==> config.mk <==
export PLATFORM = sky130hd
export DESIGN_NAME = disp_scheduler
export DESIGN_NICKNAME = d
export VERILOG_FILES = /design/src/rtl/disp_scheduler.sv
export SDC_FILE = /design/constraint.sdc
export NUM_CORES = 1
export LEC_CHECK = 0
export ABC_CLOCK_PERIOD_IN_PS = 2700
export BUFFER_PORTS_ARGS = -buffer_cell sky130_fd_sc_hd__buf_4
export CAP_MARGIN = 40
export CORE_AREA = 4 4 61 86
export DETAILED_ROUTE_END_ITERATION = 7
export DIE_AREA = 0 0 65 90
export GPL_TIMING_DRIVEN = 0
export PLACE_DENSITY_LB_ADDON = 0.05
export SYNTH_ARGS = -nofsm -noshare
export SYNTH_HDL_FRONTEND = slang
export SYNTH_SLANG_ARGS = --single-unit
==> constraint.sdc <==
create_clock -name clk -period 2.7 [get_ports clk]
set_input_delay 0.54 -clock clk [delete_from_list [all_inputs] [get_ports clk]]
set_output_delay 0.54 -clock clk [all_outputs]
set_load 0.05 [all_outputs]
==> src/rtl/disp_scheduler.sv <==
// disp_scheduler: time-shares the 7-seg display among N_SRC byte sources (auto dwell, manual step, update pre-empt).
// Outputs registered one cycle after sel/data change; no backpressure. DISP_FLASH_EN adds a blink while pre-empted.
module disp_scheduler #(
    parameter  int N_SRC        = 4,
    parameter  int DWELL        = 50000000,
    parameter  int FLASH_PERIOD = 6250000,
    localparam int IDXW         = $clog2(N_SRC)
) (
    input  logic               clk,
    input  logic               reset,
    input  logic [8*N_SRC-1:0] src_data,
    input  logic [N_SRC-1:0]   src_hex,
    input  logic [N_SRC-1:0]   src_upd,
    input  logic               next_btn,
    input  logic               mode_btn,
    output logic [7:0]         disp_value,
    output logic               disp_hex,
    output logic               disp_enable,
    output logic [IDXW-1:0]    sel,
    output logic               auto_mode
);
    localparam int            CW       = $clog2(DWELL);
    localparam logic [CW-1:0] CNT_LAST = CW'(DWELL - 1);

    typedef enum logic [1:0] {ST_AUTO, ST_MANUAL, ST_PREEMPT} state_t;

    state_t          state_q;
    logic [IDXW-1:0] sel_q;
    logic [IDXW-1:0] saved_sel_q;
    logic            ret_auto_q;
    logic [CW-1:0]   cnt_q;
    logic [7:0]      disp_value_q;
    logic            disp_hex_q;
    logic            disp_en_q;
    logic            auto_mode_q;

    logic            pre_hit;
    logic [IDXW-1:0] pre_idx;
    logic [IDXW-1:0] sel_inc;
    logic            dwell_done;
    logic            pre_exit;

    // Descending scan so the lowest non-displayed updating index ends up winning.
    always_comb begin
        pre_hit = 1'b0;
        pre_idx = '0;
        for (int i = N_SRC - 1; i >= 0; i--) begin
            if (src_upd[i] && (IDXW'(i) != sel_q)) begin
                pre_hit = 1'b1;
                pre_idx = IDXW'(i);
            end
        end
    end

    assign sel_inc    = (sel_q == IDXW'(N_SRC - 1)) ? '0 : sel_q + IDXW'(1);
    assign dwell_done = (cnt_q == CNT_LAST);
    assign pre_exit   = (state_q == ST_PREEMPT) && (next_btn || dwell_done);

    always_ff @(posedge clk) begin
        if (reset) begin
            state_q      <= ST_AUTO;
            sel_q        <= '0;
            saved_sel_q  <= '0;
            ret_auto_q   <= 1'b1;
            cnt_q        <= '0;
            disp_value_q <= '0;
            disp_hex_q   <= 1'b0;
            auto_mode_q  <= 1'b1;
        end else begin
            disp_value_q <= src_data[{sel_q, 3'b000} +: 8];
            disp_hex_q   <= src_hex[sel_q];
            case (state_q)
                ST_AUTO, ST_MANUAL: begin
                    if (pre_hit) begin
                        saved_sel_q <= sel_q;
                        ret_auto_q  <= (state_q == ST_AUTO);
                        sel_q       <= pre_idx;
                        cnt_q       <= '0;
                        state_q     <= ST_PREEMPT;
                    end else begin
                        if (next_btn || (state_q == ST_AUTO && dwell_done))
                            sel_q <= sel_inc;
                        if (state_q == ST_AUTO && !mode_btn && !next_btn && !dwell_done)
                            cnt_q <= cnt_q + CW'(1);
                        else
                            cnt_q <= '0;
                        if (mode_btn) begin
                            state_q     <= (state_q == ST_AUTO) ? ST_MANUAL : ST_AUTO;
                            auto_mode_q <= (state_q != ST_AUTO);
                        end
                    end
                end
                ST_PREEMPT: begin
                    // A mode press on the exit edge still decides where we return to.
                    if (mode_btn)
                        ret_auto_q <= ~ret_auto_q;
                    auto_mode_q <= ret_auto_q ^ mode_btn;
                    if (pre_exit) begin
                        sel_q   <= saved_sel_q;
                        cnt_q   <= '0;
                        state_q <= (ret_auto_q ^ mode_btn) ? ST_AUTO : ST_MANUAL;
                    end else begin
                        cnt_q <= cnt_q + CW'(1);
                    end
                end
                default: state_q <= ST_AUTO;
            endcase
        end
    end

`ifdef DISP_FLASH_EN
    localparam int            FW         = (FLASH_PERIOD > 1) ? $clog2(FLASH_PERIOD) : 1;
    localparam logic [FW-1:0] FLASH_LAST = FW'(FLASH_PERIOD - 1);

    logic [FW-1:0] flash_cnt_q;

    // Held at 0/on outside PREEMPT, so entry starts lit with a fresh phase and exit forces on.
    always_ff @(posedge clk) begin
        if (reset) begin
            flash_cnt_q <= '0;
            disp_en_q   <= 1'b0;
        end else if (state_q != ST_PREEMPT || pre_exit) begin
            flash_cnt_q <= '0;
            disp_en_q   <= 1'b1;
        end else if (flash_cnt_q == FLASH_LAST) begin
            flash_cnt_q <= '0;
            disp_en_q   <= ~disp_en_q;
        end else begin
            flash_cnt_q <= flash_cnt_q + FW'(1);
        end
    end
`else
    always_ff @(posedge clk) begin
        if (reset)
            disp_en_q <= 1'b0;
        else
            disp_en_q <= 1'b1;
    end

    if (FLASH_PERIOD < 1) begin : g_flash_period_unused
    end
`endif

    assign disp_value  = disp_value_q;
    assign disp_hex    = disp_hex_q;
    assign disp_enable = disp_en_q;
    assign sel         = sel_q;
    assign auto_mode   = auto_mode_q;
endmodule
Yosys cells after proc, flatten, opt, wreduce, memory -nomap -nowiden
Cells that the tools add are included.
Operators by class
  add/subtract/negate cells: 2
  $lt $le $gt $ge: 1
  eq/ne operators: 14
  shift operators: 1
  multiplexer cells: 32
  bitwise operators: 2
  reductions and logical operators: 24
Operator list (number)
  26-bit 2-to-1 mux: 3
  26-bit case mux with 2 select lines: 1
  32-bit by 6-bit variable part select with 8-bit output: 1
  26-bit by 1-bit adder with 26-bit output, second input constant: 1
  26-bit == test, second input constant: 1
  2-bit 2-to-1 mux: 11
  1-bit 2-to-1 mux: 12
  2-bit != test, second input constant: 5
  1-bit logical AND: 9
  3-bit AND reduction: 3
  2-bit case mux with 2 select lines: 2
  3-bit != test, second input constant: 2
  2-bit nonzero test: 3
  2-bit == test, second input constant: 2
  2-bit != test, first input constant: 2
  1-bit case mux with 2 select lines: 2
  2-bit AND reduction: 2
  1-bit zero test: 3
  2-bit by 3-bit < comparator with 1-bit output, second input constant: 1
  2-bit by 1-bit adder with 2-bit output, second input constant: 1
  1-bit binary-select mux with 2-bit select: 1
  2-bit by 1-bit == test with 1-bit output, second input constant: 1
  2-bit zero test: 1
  1-bit logical OR: 2
  4 further kinds: 4
Word-level totals
  flip-flop bits (word level): 44
  word-level logic and storage cells: 85

Depth between registers and ports, before layout
Gate-level depths: netlist (run 1).
  depth after elaboration: 8
  depth in mapped cells: 9
  gate-level depth less buffers: 7

Worst setup path after synthesis (run 1)
OpenSTA, ideal clock, no wires.
  path type: reg2reg
  from: reg sel_q[0], in the netlist sel[0]
  to: reg cnt_q[11]
  setup time: 0.122 ns
  data arrival time: 2.473 ns
  setup slack: 0.105 ns
  cell stages (with the launch flop): 9
  buffers on the path: 1
  clock period less this slack: 2.595 ns
  cell sequence: dfxtp_1 > clkbuf_1 > inv_1 > ha_1 > nor2b_1 > nor4_1 > a21oi_1 > nor4_1 > a311o_1
On the way
  word-level cells in the longest chain between the ends: 8
  elaborated cells between the ends (all ways): 14
  classes of those cells: 3 x eq/ne; 6 x mux; 5 x reduce/logical
Ends and longest elaborated chain
  start: declaration: line 28  | logic [IDXW-1:0] sel_q;
  start signal: assignment: line 77  | sel_q <= pre_idx;
  start signal: assignment: line 82  | sel_q <= sel_inc;
  start signal: assignment: line 99  | sel_q <= saved_sel_q;
  2-bit != test: line 48  | if (src_upd[i] && (IDXW'(i) != sel_q)) begin
  1-bit logical AND: line 48
  1-bit 2-to-1 mux (3 in a row): line 48
  1-bit 2-to-1 mux (*): line 48
  26-bit 2-to-1 mux (*): line 74  | if (pre_hit) begin
  26-bit case mux with 2 select lines (*): line 72  | case (state_q)
  end signal: assignment: line 84  | cnt_q <= cnt_q + CW'(1);
  end signal: assignment: line 103  | cnt_q <= cnt_q + CW'(1);
  end: declaration: line 31  | logic [CW-1:0] cnt_q;
Mark *: on every way between the ends. The rest lies on a longest branch, timed or not.
A chain may end at the register's enable or synchronous reset.

Worst setup path in the final report (run 1)
  from: reg cnt_q[8]
  to: reg cnt_q[24]
On the way
  word-level cells in the longest chain between the ends: 6
  elaborated cells between the ends (all ways): 10
  classes of those cells: 1 x add/sub; 1 x eq/ne; 4 x mux; 4 x reduce/logical
Ends and longest elaborated chain (line)
  parallel branches: the longest is 5 deep, another holds 26-bit by 1-bit adder with 26-bit output
  26-bit case mux with 2 select lines (*): 72
Every way passes the cells marked *.

==> qor.log, run 1 <==
INFO  route          route.vias.total=2048
INFO  place          place_congestion=0.777
INFO  route          drc=0
INFO  layout         final_cell_mix=sky130_fd_sc_hd__buf_4 (54), sky130_fd_sc_hd__dfxtp_1 (44), sky130_fd_sc_hd__nor2_1 (30)
INFO  critical_path  timing.reg2reg.worst_path_depth=6
INFO  synth          net_count_after_synthesis=308
INFO  timing         grt_setup_unrepaired=no
INFO  critical_path  critical-path-top-delay-family=simple AND/OR/NAND/NOR gates
INFO  worst_hold_path hold_end=cnt_q[1]$_SDFFE_PP0P_
INFO  cts            post_cts_hold_buffer_count=0
INFO  route          detailroute.wirelength.met2=2.81mm
INFO  synth          yosys-mux-area-fraction=0.0979
INFO  route          dr.first_iter.drc_count=101
INFO  synth          yosysWarnings=0
INFO  global_route   wire_length_of_the_first_global_routing_pass=9.07mm
INFO  critical_path  worstSetupPathType=reg -> reg
INFO  critical_path  r2r-end=cnt_q[24]$_SDFFE_PP0P_
INFO  critical_path  crit_buf_inv=1
INFO  layout         antennaDiodeCount=0
INFO  synth          synth.yosys.seq_area_share=0.379
INFO  synth          synth_edf_count=0
INFO  power          total_leakage_power=0.00106µW
INFO  power          p_per_area=561mW/mm²
INFO  worst_hold_path path_category_of_the_worst_min_delay_check=reg -> reg
INFO  layout         finalNetCount=369
INFO  timing         worst_case_clock_skew=0.00856ns
INFO  layout         final_layout_size_suffix_gt1_frac=0.265
INFO  synth          syn_avg_cell_area=8.98µm²
INFO  layout         fillCellCount=407
INFO  critical_path  critical-path-max-stage-delay=0.54ns
INFO  timing         maxSlewViolCount=0
INFO  critical_path  crit_path_max_fanout=10
INFO  global_route   grt_remaining_overflow=0
INFO  synth          synth_top_cell_area_share=0.379
INFO  global_route   via_count_of_the_first_global_routing_pass=2107
INFO  cts            insertion_delay=0.30ns
INFO  timing         hold_viol_final=0
INFO  timing         post-route-min-period=2.54ns
INFO  floorplanning  coreArea=0.00446mm²
INFO  floorplanning  floorplan.die.height=90µm
INFO  route          routed.top_layer=met4
INFO  flow_run       maxCapViolations=0
INFO  critical_path  r2r-start=cnt_q[8]$_SDFFE_PP0P_
INFO  worst_hold_path hold_start=cnt_q[1]$_SDFFE_PP0P_
INFO  place          dp_slack=-0.00128ns
INFO  route          wl_per_cell=13.4µm
INFO  route          vias_per_cell=5.35
INFO  timing         fmax=393MHz
INFO  timing         setup_viol_count_final=0
INFO  timing         transition_at_the_pin_with_the_smallest_max_transition_slack=0.561ns
INFO  critical_path  worstPathCellList=or4_1, or4_4, o41ai_4, a211o_2, buf_6, nor2_1
INFO  synth          synth_simple_gate_area_share=0.266
INFO  cts            clock_tree.buffer_depth=2
INFO  cts            cts_sinks=44
INFO  floorplanning  floorplan.die.width=65µm
INFO  timing         setup_ws=0.156ns
INFO  route          ant_nets=0
INFO  synth          synthArstFlopShare=0
INFO  cts            htree_levels=2
INFO  synth          synth.area.top_cells=sky130_fd_sc_hd__dfxtp_1 (38%), sky130_fd_sc_hd__mux4_2 (8.7%), sky130_fd_sc_hd__xnor2_1 (6.8%)
INFO  route          drtPass1Iterations=4
INFO  timing         max_slew_headroom=0.623
INFO  place          detailed_place_hpwl=4.06mm
INFO  place          post_place_cells=375
INFO  critical_path  slowest_stage=sky130_fd_sc_hd__or4_1
INFO  floorplanning  io-pin-count=57
INFO  floorplanning  floorplan.initialDensity=0.521
INFO  critical_path  total_number_of_cells_along_the_worst_setup_path=6
INFO  synth          synthXorXnorAreaFrac=0.0828
INFO  critical_path  crit_path_end_kind=flop
INFO  synth          synth.cell_area=0.00233mm²
INFO  cts            tritoncts=yes
INFO  floorplanning  design.die.area=0.00585mm²
INFO  synth          yosysTopAreaCell=sky130_fd_sc_hd__dfxtp_1
INFO  synth          syn_inst=259
INFO  critical_path  reg2reg_slack=0.16ns
INFO  global_route   grt_start_max_net_pins=15
INFO  place          port_buffers=54
INFO  synth          compound_gate_fraction_of_synth_area=0.103
INFO  global_route   gr-usage-all-layers=0.192
INFO  synth          synth_flop_cell=sky130_fd_sc_hd__dfxtp_1
INFO  synth          synth.distinct_cells=45
INFO  layout         layout.cells.most_common=sky130_fd_sc_hd__buf_4
INFO  route          route.layer.met1.wl=1.97mm
INFO  cts            cts_buffers=5
INFO  critical_path  timing.critical_path.arrival=2.74ns
INFO  global_route   initial_antenna_violation_count=0
INFO  timing         final_min_period_over_clock_period=0.942
INFO  critical_path  cp_launch_type=flop
INFO  synth          adder_and_majority_gate_portion_of_the_synthesized_area=0.0269
INFO  synth          synth_top_family_by_area=simple AND/OR/NAND/NOR gates
INFO  cts            cts_root_cell=sky130_fd_sc_hd__clkbuf_8
INFO  critical_path  worst_endpoint_required_time=2.89ns
INFO  cts            clkTransAtPathRegs=0.08ns
INFO  synth          synth.ff_latch_count=44
INFO  power          total_power=1640µW
INFO  route          postRouteWirelength=5.15mm
INFO  floorplanning  rows=29
INFO  route          routed-wl-met3=271µm
INFO  layout         area_growth=25.9%
INFO  power          peakVddDrop=0.360mV
INFO  status         result_of_the_run=complete, no violations
INFO  worst_hold_path whs_path_depth=2
INFO  layout         finalNonFillerCells=383
stage by stage:
stage	cell area, µm²	hold slack [ns]	util	TNS (ns)
2_1_floorplan	2330	0.444	-	0
3_3_place_gp	2810	0.458	0.629	-0.703
3_5_place_dp	2810	0.469	0.629	-0.00128
4_1_cts	2930	0.480	0.656	0
5_1_grt	2930	0.507	0.656	0
6_report	2930	0.474	0.656	0
registers in the layout, indices dropped and copies added, names as in the netlist:
register     flops
ret_auto_q       1
state_q          2
disp_hex         1
disp_value       8
cnt_q           26
saved_sel_q      2
sel              2
auto_mode        1
disp_enable      1
cell type report:
cell class	instances	area, µm²	share of cell area
buffer	13	66.3	0.0226
timing repair buffer	54	405	0.138
clock buffer	5	68.8	0.0235
multi-input combinational	191	1350	0.460
sequential	44	881	0.301
inverter	11	41.3	0.0141
tap	62	77.6	0.0265
clock inverter	3	42.5	0.0145
worst max-delay path by stage:
stage,end,slack (ns),startpoint
floorplan,cnt_q[11]$_SDFFE_PP0P_,0.11,sel[0]$_SDFFE_PP0P_
global placement,state_q[0]$_SDFFE_PP0P_,-0.05,sel[0]$_SDFFE_PP0P_
detailed placement,state_q[0]$_SDFFE_PP0P_,-0.001,sel[0]$_SDFFE_PP0P_
CTS,cnt_q[24]$_SDFFE_PP0P_,0.16,cnt_q[8]$_SDFFE_PP0P_
global route,cnt_q[11]$_SDFFE_PP0P_,0.03,sel[1]$_SDFFE_PP0P_
finish,cnt_q[24]$_SDFFE_PP0P_,0.16,cnt_q[8]$_SDFFE_PP0P_
timing repair:
item,CTS,global route
setup buffers,0,0
resized for setup,2,2
setup endpoints to repair,22,1
synthesized netlist by cell type, types with 5 or more instances:
library cell	n
sky130_fd_sc_hd__dfxtp_1	44
sky130_fd_sc_hd__nor2_1	30
sky130_fd_sc_hd__nand2_1	20
sky130_fd_sc_hd__xnor2_1	18
sky130_fd_sc_hd__a21oi_1	12
sky130_fd_sc_hd__and2_1	11
sky130_fd_sc_hd__inv_1	11
sky130_fd_sc_hd__nand3_1	11
sky130_fd_sc_hd__clkbuf_1	10
sky130_fd_sc_hd__nor3_1	10
sky130_fd_sc_hd__mux4_2	9
sky130_fd_sc_hd__nor4_1	8
sky130_fd_sc_hd__nand4_1	6
sky130_fd_sc_hd__and3_1	5
sky130_fd_sc_hd__ha_1	5
sky130_fd_sc_hd__o21ai_0	5
metal layers:
layer,GRT usage,vias to the layer above
met5,0,-
met4,0.0935,0
met3,0.0349,9
met2,0.348,53
met1,0.206,951
li1,-,1035
kinds of logic after synthesis:
| kind of cell | Yosys count |
|---|---|
| mux | 11 |
| compound gates | 33 |
| flops | 44 |
| fa+ha+maj | 5 |
| buf+inv | 24 |
| simple gates | 120 |
| xor+xnor | 22 |
worst register-to-register path, cell delays in order (launching register included):
cell	delay [ns]
sky130_fd_sc_hd__dfxtp_1	0.38
sky130_fd_sc_hd__or4_1	0.54
sky130_fd_sc_hd__or4_4	0.54
sky130_fd_sc_hd__o41ai_4	0.47
sky130_fd_sc_hd__a211o_2	0.31
sky130_fd_sc_hd__buf_6	0.16
sky130_fd_sc_hd__nor2_1	0.05
report_power, final:
part / total, µW / internal, µW / switching (µW)
Sequential: 712 / 686 / 25.4
Combinational: 433 / 192 / 241
Clock: 497 / 274 / 223
No activity file was read; power rests on OpenSTA's default activity.
==> run 2: changes to the inputs <==
BUFFER_PORTS_ARGS = -buffer_cell sky130_fd_sc_hd__clkbuf_2   (was -buffer_cell sky130_fd_sc_hd__buf_4)
==> run 2 against run 1 <==
Against the previous run:
- worst hold slack better by 0.0085 ns
- final area is 5.3% lower
- final cell count stayed put
==> qor.log, run 2 (synthesis results as in run 1) <==
INFO  floorplanning  coreArea=0.00446mm² [unchanged]
INFO  timing         post-route-min-period=2.52ns [-0.0215 ns]
INFO  cts            clkTransAtPathRegs=0.08ns [about the same]
INFO  floorplanning  design.die.area=0.00585mm² [unchanged]
INFO  global_route   grt_start_max_net_pins=14 [-1]
INFO  cts            insertion_delay=0.30ns [about the same]
INFO  timing         max_slew_headroom=0.568 [-0.0547]
INFO  power          p_per_area=553mW/mm² [-1.4%]
INFO  worst_hold_path whs_path_depth=2 [unchanged]
INFO  global_route   gr-usage-all-layers=0.190 [-0.00231]
INFO  route          dr.first_iter.drc_count=117 [+16%]
INFO  layout         largest_register_ffs=26 [unchanged]
INFO  layout         max_flop_register=cnt_q
INFO  power          seq_power_share=0.464 [+0.031]
INFO  power          total_leakage_power=0.00103µW [-3.7%]
INFO  route          route.vias.total=2056 [+0.39%]
INFO  power          power_frac_clock=0.274 [-0.029]
INFO  cts            post_cts_hold_buffer_count=0 [unchanged]
INFO  timing         final_min_period_over_clock_period=0.934 [-0.00797]
INFO  cts            tritoncts=yes
INFO  cts            htree_levels=2 [unchanged]
INFO  floorplanning  floorplan.die.height=90µm [unchanged]
INFO  place          port_buffers=54 [unchanged]
INFO  route          vias_per_cell=5.37 [+0.39%]
INFO  route          drc=0 [unchanged]
INFO  critical_path  worstSetupPathType=reg -> reg
INFO  global_route   initial_antenna_violation_count=0 [unchanged]
INFO  power          total_power=1530µW [-6.6%]
INFO  route          postRouteWirelength=5.17mm [+0.37%]
INFO  timing         fmax=396MHz [+0.85%]
INFO  layout         area_growth=19.3%
INFO  place          detailed_place_hpwl=4.07mm [+0.21%]
INFO  layout         antennaDiodeCount=0 [unchanged]
INFO  layout         final_layout_size_suffix_gt1_frac=0.265 [unchanged]
INFO  timing         hold_viol_final=0 [unchanged]
INFO  timing         maxSlewViolCount=0 [unchanged]
INFO  worst_hold_path path_category_of_the_worst_min_delay_check=reg -> reg
INFO  critical_path  worst_endpoint_required_time=2.89ns [about the same]
INFO  floorplanning  floorplan.initialDensity=0.521 [unchanged]
INFO  power          p_comb_frac=0.262 [-0.002]
INFO  timing         transition_at_the_pin_with_the_smallest_max_transition_slack=0.642ns [+0.0813 ns]
INFO  critical_path  crit_path_end_kind=flop
INFO  layout         final_cell_mix=sky130_fd_sc_hd__clkbuf_2 (56), sky130_fd_sc_hd__dfxtp_1 (44), sky130_fd_sc_hd__nor2_1 (30)
INFO  place          place_congestion=0.855 [+10%]
INFO  critical_path  crit_path_max_fanout=10 [unchanged]
INFO  timing         worst_case_clock_skew=0.00972ns [+0.00116 ns]
INFO  critical_path  timing.critical_path.arrival=2.71ns [-0.03 ns]
INFO  layout         layout.cells.most_common=sky130_fd_sc_hd__clkbuf_2
INFO  layout         finalNetCount=369 [unchanged]
INFO  power          sw_frac=0.316 [+0.0173]
INFO  critical_path  startpoint=cnt_q[8]$_SDFFE_PP0P_
INFO  flow_run       maxCapViolations=0 [unchanged]
INFO  critical_path  cp_launch_type=flop
INFO  timing         grt_setup_unrepaired=no
INFO  power          peakVddDrop=0.328mV [-9.0%]
INFO  global_route   wire_length_of_the_first_global_routing_pass=8.96mm [-1.2%]
INFO  cts            cts_sinks=44 [unchanged]
INFO  route          ant_nets=0 [unchanged]
INFO  global_route   grt_remaining_overflow=0 [unchanged]
INFO  critical_path  r2r-start=cnt_q[8]$_SDFFE_PP0P_
INFO  floorplanning  io-pin-count=57 [unchanged]
INFO  route          drtPass1Iterations=4 [unchanged]
INFO  floorplanning  rows=29 [unchanged]
INFO  power          power.internal=1050µW [-8.9%]
INFO  layout         finalNonFillerCells=383 [unchanged]
INFO  route          wl_per_cell=13.5µm [+0.37%]
INFO  worst_hold_path hold_start=saved_sel_q[0]$_SDFFE_PP0P_
INFO  floorplanning  floorplan.die.width=65µm [unchanged]
INFO  cts            cts_root_cell=sky130_fd_sc_hd__clkbuf_8
INFO  cts            clock_tree.buffer_depth=2 [unchanged]
INFO  global_route   via_count_of_the_first_global_routing_pass=2071 [-1.7%]
INFO  cts            cts_buffers=5 [unchanged]
INFO  power          total_switching_power=484µW [-1.2%]
INFO  timing         setup_viol_count_final=0 [unchanged]
INFO  critical_path  timing.reg2reg.worst_path_depth=6 [unchanged]
INFO  status         result_of_the_run=complete, no violations
INFO  place          post_place_cells=375 [unchanged]
-- run 2: cell types whose count changed in the layout (fill, tap and decap cells not counted), sizes merged --
cell      change
buf          -54
clkinv        +1
clkinvlp      -1
bufinv        -1
clkbuf       +55
-- run 2: final timing paths --
path | endpoint | slack (ns)
setup / recovery | cnt_q[17]$_SDFFE_PP0P_ | 0.18
hold / removal | saved_sel_q[0]$_SDFFE_PP0P_ | 0.48
setup reg to reg | cnt_q[17]$_SDFFE_PP0P_ | 0.18
hold reg to reg | saved_sel_q[0]$_SDFFE_PP0P_ | 0.48
-- run 2: cell type report --
cell class,count,area [µm²]
Buffer,13,66.3
Clock buffer,6,82.6
Clock inverter,2,10.0
Fill cell,419,1690
Inverter,11,41.3
Multi-Input combinational cell,191,1350
Sequential cell,44,881
Tap cell,62,77.6
Timing Repair Buffer,54,270
-- run 2: worst max-delay path: stages, from the launching register on --
cell and delay [ns]:
sky130_fd_sc_hd__dfxtp_1 0.38, sky130_fd_sc_hd__or4_1 0.53, sky130_fd_sc_hd__or4_4 0.53, sky130_fd_sc_hd__o41ai_4 0.45, sky130_fd_sc_hd__a211o_2 0.30, sky130_fd_sc_hd__buf_6 0.16, sky130_fd_sc_hd__nor2_1 0.06
-- run 2: what timing repair did --
item	4_1_cts	5_1_grt
pin swaps	0	0
endpoints found under the setup margin	6	1
buffers inserted	0	0
resized for setup	2	2
-- run 2: power by group through the flow --
stage          combinational [µW]  sequential, µW  clock (µW)
5_1_grt                       439             718         456
3_3_place_gp                  398             726           0
6_report                      402             711         420
3_5_place_dp                  402             726           0
2_1_floorplan                 204             822           0
4_1_cts                       406             712         432
-- run 2: stage by stage --
| stage | TNS (ns) | hold WS, ns | worst slack, ns | util | instance area, µm² |
|---|---|---|---|---|---|
| 5_1_grt | 0 | 0.503 | 0.0262 | 0.622 | 2780 |
| 2_1_floorplan | 0 | 0.444 | 0.105 | - | 2330 |
| 6_report | 0 | 0.483 | 0.178 | 0.622 | 2780 |
| 3_3_place_gp | -0.00757 | 0.457 | -0.00620 | 0.599 | 2670 |
| 4_1_cts | 0 | 0.490 | 0.154 | 0.622 | 2770 |
| 3_5_place_dp | -0.00368 | 0.476 | -0.00368 | 0.599 | 2670 |
-- run 2: metal layers --
| metal | part of all wire | track usage | routed length, µm |
|---|---|---|---|
| met5 | 0 | 0 | 0 |
| met4 | 0.015 | 0.0723 | 78 |
| met3 | 0.039 | 0.0362 | 202 |
| met2 | 0.54 | 0.346 | 2800 |
| met1 | 0.40 | 0.210 | 2080 |
